File: src/rtl/fetch_pkg.sv
// Shared types and constants for the instruction-fetch stage.
package fetch_pkg;

  localparam int unsigned INSTR_BYTES = 4;
  localparam logic [31:0] DEFAULT_RESET_PC = 32'h0000_0000;

  typedef enum logic {FETCH, FLUSH} fetch_state_e;

  typedef struct packed {
    logic [31:0] pc;
    logic [31:0] word;
  } fetch_entry_t;

endpackage

File: src/rtl/fetch_queue.sv
// Synchronous FIFO with clear; DEPTH must be a power of two >= 2.
module fetch_queue
  import fetch_pkg::*;
#(
  parameter int unsigned DEPTH = 2,
  parameter int unsigned WIDTH = $bits(fetch_entry_t),
  localparam int unsigned PtrW = $clog2(DEPTH),
  localparam int unsigned CntW = $clog2(DEPTH + 1)
) (
  input  logic             clk,
  input  logic             reset,
  input  logic             clear,
  input  logic             push,
  input  logic [WIDTH-1:0] push_data,
  input  logic             pop,
  output logic [WIDTH-1:0] pop_data,
  output logic [CntW-1:0]  count
);

  logic [WIDTH-1:0] mem_q [DEPTH];
  logic [PtrW-1:0]  wr_ptr_q, rd_ptr_q;
  logic [CntW-1:0]  count_q;

  always_ff @(posedge clk) begin
    if (reset || clear) begin
      wr_ptr_q <= '0;
      rd_ptr_q <= '0;
      count_q  <= '0;
    end else begin
      // Pointers wrap naturally because DEPTH is a power of two.
      if (push) wr_ptr_q <= wr_ptr_q + 1'b1;
      if (pop)  rd_ptr_q <= rd_ptr_q + 1'b1;
      count_q <= count_q + CntW'(push) - CntW'(pop);
    end
  end

  always_ff @(posedge clk) begin
    if (push) mem_q[wr_ptr_q] <= push_data;
  end

  assign pop_data = mem_q[rd_ptr_q];
  assign count    = count_q;

endmodule

File: src/rtl/fetch_unit.sv
// Instruction-fetch stage: credit-limited imem requests, in-order queue, redirect flush.
// Optional FETCH_PERF_EN adds perf_fetched / perf_stall saturating counters.
module fetch_unit
  import fetch_pkg::*;
#(
  parameter logic [31:0] RESET_PC    = DEFAULT_RESET_PC,
  parameter int unsigned QUEUE_DEPTH = 2
) (
  input  logic        clk,
  input  logic        reset,
  output logic        imem_req_valid,
  output logic [31:0] imem_req_addr,
  input  logic        imem_req_ready,
  input  logic        imem_resp_valid,
  input  logic [31:0] imem_resp_data,
  input  logic        redirect_valid,
  input  logic [31:0] redirect_pc,
  output logic        instr_valid,
  output logic [31:0] instr,
  output logic [31:0] instr_pc,
  input  logic        instr_ready
`ifdef FETCH_PERF_EN
  ,
  output logic [31:0] perf_fetched,
  output logic [31:0] perf_stall
`endif
);

  localparam int unsigned CntW = $clog2(QUEUE_DEPTH + 1);

  fetch_state_e    state_q, state_d;
  logic [31:0]     pc_q, pc_d;
  logic [CntW-1:0] count, outstanding, outstanding_next;
  logic [CntW:0]   credit_used;
  logic [31:0]     resp_pc;
  fetch_entry_t    head, resp_entry;
  logic            req_fire, resp_keep, pop;
  logic [1:0]      unused_redirect_lsb;

  assign unused_redirect_lsb = redirect_pc[1:0];

  // Credits come from registers only so the request never depends on imem_req_ready.
  assign credit_used    = (CntW + 1)'(count) + (CntW + 1)'(outstanding);
  assign imem_req_valid = ~reset & (state_q == FETCH) &
                          (credit_used < (CntW + 1)'(QUEUE_DEPTH));
  assign imem_req_addr  = pc_q;
  assign req_fire       = imem_req_valid & imem_req_ready;

  assign resp_keep  = imem_resp_valid & (state_q == FETCH) & ~redirect_valid;
  assign pop        = instr_valid & instr_ready & ~redirect_valid;
  assign resp_entry = '{pc: resp_pc, word: imem_resp_data};

  assign outstanding_next = outstanding + CntW'(req_fire) - CntW'(imem_resp_valid);

  // PCs of in-flight requests; its occupancy is the outstanding count.
  fetch_queue #(
    .DEPTH (QUEUE_DEPTH),
    .WIDTH (32)
  ) u_pc_queue (
    .clk       (clk),
    .reset     (reset),
    .clear     (1'b0),
    .push      (req_fire),
    .push_data (pc_q),
    .pop       (imem_resp_valid),
    .pop_data  (resp_pc),
    .count     (outstanding)
  );

  fetch_queue #(
    .DEPTH (QUEUE_DEPTH),
    .WIDTH ($bits(fetch_entry_t))
  ) u_instr_queue (
    .clk       (clk),
    .reset     (reset),
    .clear     (redirect_valid),
    .push      (resp_keep),
    .push_data (resp_entry),
    .pop       (pop),
    .pop_data  (head),
    .count     (count)
  );

  always_comb begin
    state_d = state_q;
    pc_d    = pc_q;
    if (redirect_valid) begin
      pc_d = {redirect_pc[31:2], 2'b00};
    end else if (req_fire) begin
      pc_d = pc_q + 32'(INSTR_BYTES);
    end
    case (state_q)
      FETCH:   if (redirect_valid && outstanding_next != '0) state_d = FLUSH;
      FLUSH:   if (!redirect_valid && outstanding_next == '0) state_d = FETCH;
      default: state_d = FETCH;
    endcase
  end

  always_ff @(posedge clk) begin
    if (reset) begin
      state_q <= FETCH;
      pc_q    <= RESET_PC;
    end else begin
      state_q <= state_d;
      pc_q    <= pc_d;
    end
  end

  assign instr_valid = ~reset & (count != '0);
  assign instr       = instr_valid ? head.word : '0;
  assign instr_pc    = instr_valid ? head.pc : '0;

`ifdef FETCH_PERF_EN
  logic [31:0] perf_fetched_q, perf_stall_q;

  always_ff @(posedge clk) begin
    if (reset) begin
      perf_fetched_q <= '0;
      perf_stall_q   <= '0;
    end else begin
      if (pop && perf_fetched_q != '1) perf_fetched_q <= perf_fetched_q + 32'd1;
      if (state_q == FETCH && !instr_valid && perf_stall_q != '1) begin
        perf_stall_q <= perf_stall_q + 32'd1;
      end
    end
  end

  assign perf_fetched = perf_fetched_q;
  assign perf_stall   = perf_stall_q;
`endif

endmodule
File: config.mk
export PLATFORM = sky130hd
export DESIGN_NAME = fetch_unit
export DESIGN_NICKNAME = d
export VERILOG_FILES = /design/src/rtl/fetch_pkg.sv /design/src/rtl/fetch_queue.sv /design/src/rtl/fetch_unit.sv
export SDC_FILE = /design/constraint.sdc
export NUM_CORES = 1
export LEC_CHECK = 0
export BUFFER_PORTS_ARGS = -buffer_cell sky130_fd_sc_hd__buf_2
export CORE_MARGIN = 2
export CORE_UTILIZATION = 55
export DETAILED_ROUTE_END_ITERATION = 10
export PLACE_DENSITY = 0.86
export SLEW_MARGIN = 20
export SYNTH_ARGS = -nofsm -noshare
export SYNTH_HDL_FRONTEND = slang
export SYNTH_SLANG_ARGS = --single-unit
export TNS_END_PERCENT = 5
File: constraint.sdc
create_clock -name clk -period 6.4 [get_ports clk]
set_input_delay 1.28 -clock clk [delete_from_list [all_inputs] [get_ports clk]]
set_output_delay 1.28 -clock clk [all_outputs]
set_load 0.005 [all_outputs]
==> metrics <==
status=completed; Worst EP required=5.12 ns; CP Max Fanout=63; multi-input logic area=approximately 0.0025 sq mm; critical path capture point type=output pin; Pleak=approximately 4.0 nW; post-cts hold buffer count=0; worst skew pair latency=0.49 ns; fin crit period=about 4.3 ns; final count of pins violating max slew=0; Antenna diodes=0; # fillers=1108; Synth Cell Area=0.00904 sq mm; Post-synth EDFFs=184; hold slack=approximately 0.53 ns; vias post-DR=5511; Die Ht=132 um; initial antenna violation count=0; CP max stage cell=buf_2; fin worst setup slack=2.10 ns; initial drt markers=between 200 and 300; post-cts resize count=0; Die W=132 um; mean post-synth cell area=14.5 sq um; area grow syn2layout=19.8%; DR DRC count=0; r2r setup slk=3.24 ns; cell family with most CP delay=buffers and inverters; register bit total from synthesis=225; count of different cell masters after synthesis=43; Setup Buffers After CTS=0; startpoint class of the critical path=input port; Initial Utilization=56.5%; vias per inst=5.43; async set-reset flop share out of synthesis=0%; I/O pin cnt=168; sequential cell area=0.00635 sq mm; Worst-path clk slew=~0.060 ns; sequential share of the synthesized area=70.2%; routability cong.=0.889; Critical R2R Launch=u_instr_queue.count[0]$_SDFF_PP0_; FP Rows=46; CP Class=in2out; Worst R2R Path Depth=12; die area=approximately 0.017 sq mm; fraction of layout cells with a size suffix above 1=31.5%; Syn Inst Count=622; hold path start=imem_req_addr[13]$_SDFFE_PP0P_; Setup violations, final=0; final setup TNS=0 ns; Total GRT Usage=19.9%; post-route ant nets=0; CP most frequent cell=buf_2; Layout Nets=858; critical path data arrival time=3.02 ns; actual slew at the worst max-slew pin=0.811 ns; Clock Sinks=225; Hold EP=u_pc_queue.mem_q[0][13]$_DFFE_PP_; warnings from Yosys=0; first-pass detailed-route iteration total=5; maxcap violations=0; setup skew after layout=0.00939 ns; HP Class=reg2reg; main flop type after synthesis=edfxtp_1; CTS Root Cell=clkbuf_16; worst relative slew slack=46.0%; RSZ-0062 raised after global routing=false; RR Endpoint=state_q$_SDFF_PP0_; detailed-route wire length=17700 um; first-pass GRT wire length=27700 um; peak supply drop=0.211 mV; vias in the first global route=5464; largest net degree at the start of global routing=64; CP max stage delay=0.58 ns; CP Cell Sequence=buf_2 -> o21bai_4 -> buf_4 -> nor2_1 -> buf_2; worst hold path cell count=0; final worst-path cycle share=67.2%; FMAX=233 MHz; post-DP HPWL=approximately 11000 um; Inserted Clock Buffers=22; core region area=0.0160 sq mm; Max Root-Sink Buffers=3; commonest non-fill, non-tap cell in the layout=edfxtp_1; WL/cell=17.4 um; Place WS=approximately 2.1 ns; combined buffer and inverter count along the critical path=3; Final Hold Vio Count=0; PwrDens=303 mW/mm^2; CTS tree=built; most frequent cells in the layout=184 x edfxtp_1, 161 x buf_2, 96 x nor2_1; port bufs=around 160; Max H-tree Level=1; grt ovf=0
-- layer usage --
metal	part of all wire (%)	wire, um	GRT usage [%]	vias up
met5	0	0	0	-
met4	1.1	187	5.97	0
met3	7.1	1250	3.58	22
met2	50	8810	34.6	247
met1	42	7430	25.6	2623
li1	-	-	-	2619
-- Yosys cell counts, drive strengths merged, types with 5 or more instances --
library cell  number  area (sq um)
edfxtp           184          5530
a211oi            17           128
and4               7          65.1
nand2             21          86.3
xor2              14           123
nand3             14          82.6
and3              12          80.1
o21ai              5          25.0
mux2i             62           621
buf               11          56.3
xnor2             19           166
nand4             11          83.8
dfxtp             41           821
nor2              97           364
a21oi              8          40.0
and2               5          31.3
nor4               5          46.3
ha                 5          62.6
inv                7          31.3
mux2              30           338
clkbuf            24           100
-- kinds of logic after synthesis --
logic type | Yosys count | share of synthesized area [%]
and+or+nand+nor | 185 | 10.2
buffers and inverters | 42 | 2.07
AOI/OAI and AO/OA | 38 | 2.85
adders and majority gates | 6 | 0.913
DFF | 225 | 70.2
other | 1 | 0.0415
muxes | 92 | 10.6
xor gates and xnor gates | 33 | 3.20
-- state kept, by name (all words and copies together) (netlist names), named ones only --
name,cells
u_instr_queue.wr_ptr_q,1
u_pc_queue.mem_q,60
state_q,1
imem_req_addr,30
u_instr_queue.mem_q,124
u_instr_queue.count,2
u_pc_queue.rd_ptr_q,1
u_instr_queue.rd_ptr_q,1
u_pc_queue.wr_ptr_q,1
u_pc_queue.count,2
-- area by class of cell --
type	instances	share of cell area (%)
multi-input cells	358	23.5
well taps	216	2.49
clock inverters	7	0.820
inverters	7	0.289
repair buffers	168	8.11
clock buffers	33	6.21
flip-flops and latches	225	58.6
-- power breakdown --
part | leakage, nW | internal, mW | switching [mW]
registers | 2.03 | 1.68 | 0.0510
clock network | 0.378 | 0.808 | 0.499
logic | 1.60 | 0.104 | 0.139
total | 4.01 | 2.59 | 0.689
-- worst reg2reg max path, stage by stage, from the launching register on --
cell	delay (ns)
dfxtp_1	0.41
inv_1	0.10
nor2_1	0.12
fa_1	0.47
nor4_4	0.65
nand2_4	0.21
inv_6	0.17
ha_1	0.18
xor2_1	0.18
xnor2_1	0.19
nand2b_1	0.11
o21ai_0	0.16
a21oi_1	0.08
-- per-stage QoR --
stage	utilization, %	cell area [sq um]	power (mW)	std cells
after floorplan	-	9060	1.90	625
after global placement	62.8	10000	1.99	973
after detailed placement	62.8	10000	2.00	973
after CTS	67.6	10800	3.31	1013
after global routing	67.7	10800	3.39	1014
final	67.7	10800	3.28	1014
-- how the worst max path moves through the flow --
stage | from | to | slack, ns | cells after the start
2_1_floorplan | redirect_valid | u_instr_queue.mem_q[0][0]$_DFFE_PP_ | 1.45 | 2
3_3_place_gp | reset | instr[17] | 2.13 | 5
3_5_place_dp | reset | instr_pc[9] | 2.10 | 5
4_1_cts | reset | instr_pc[14] | 2.09 | 5
5_1_grt | reset | instr[27] | 1.96 | 5
6_report | reset | instr[19] | 2.10 | 5
No activity file was read; power rests on OpenSTA's default activity.
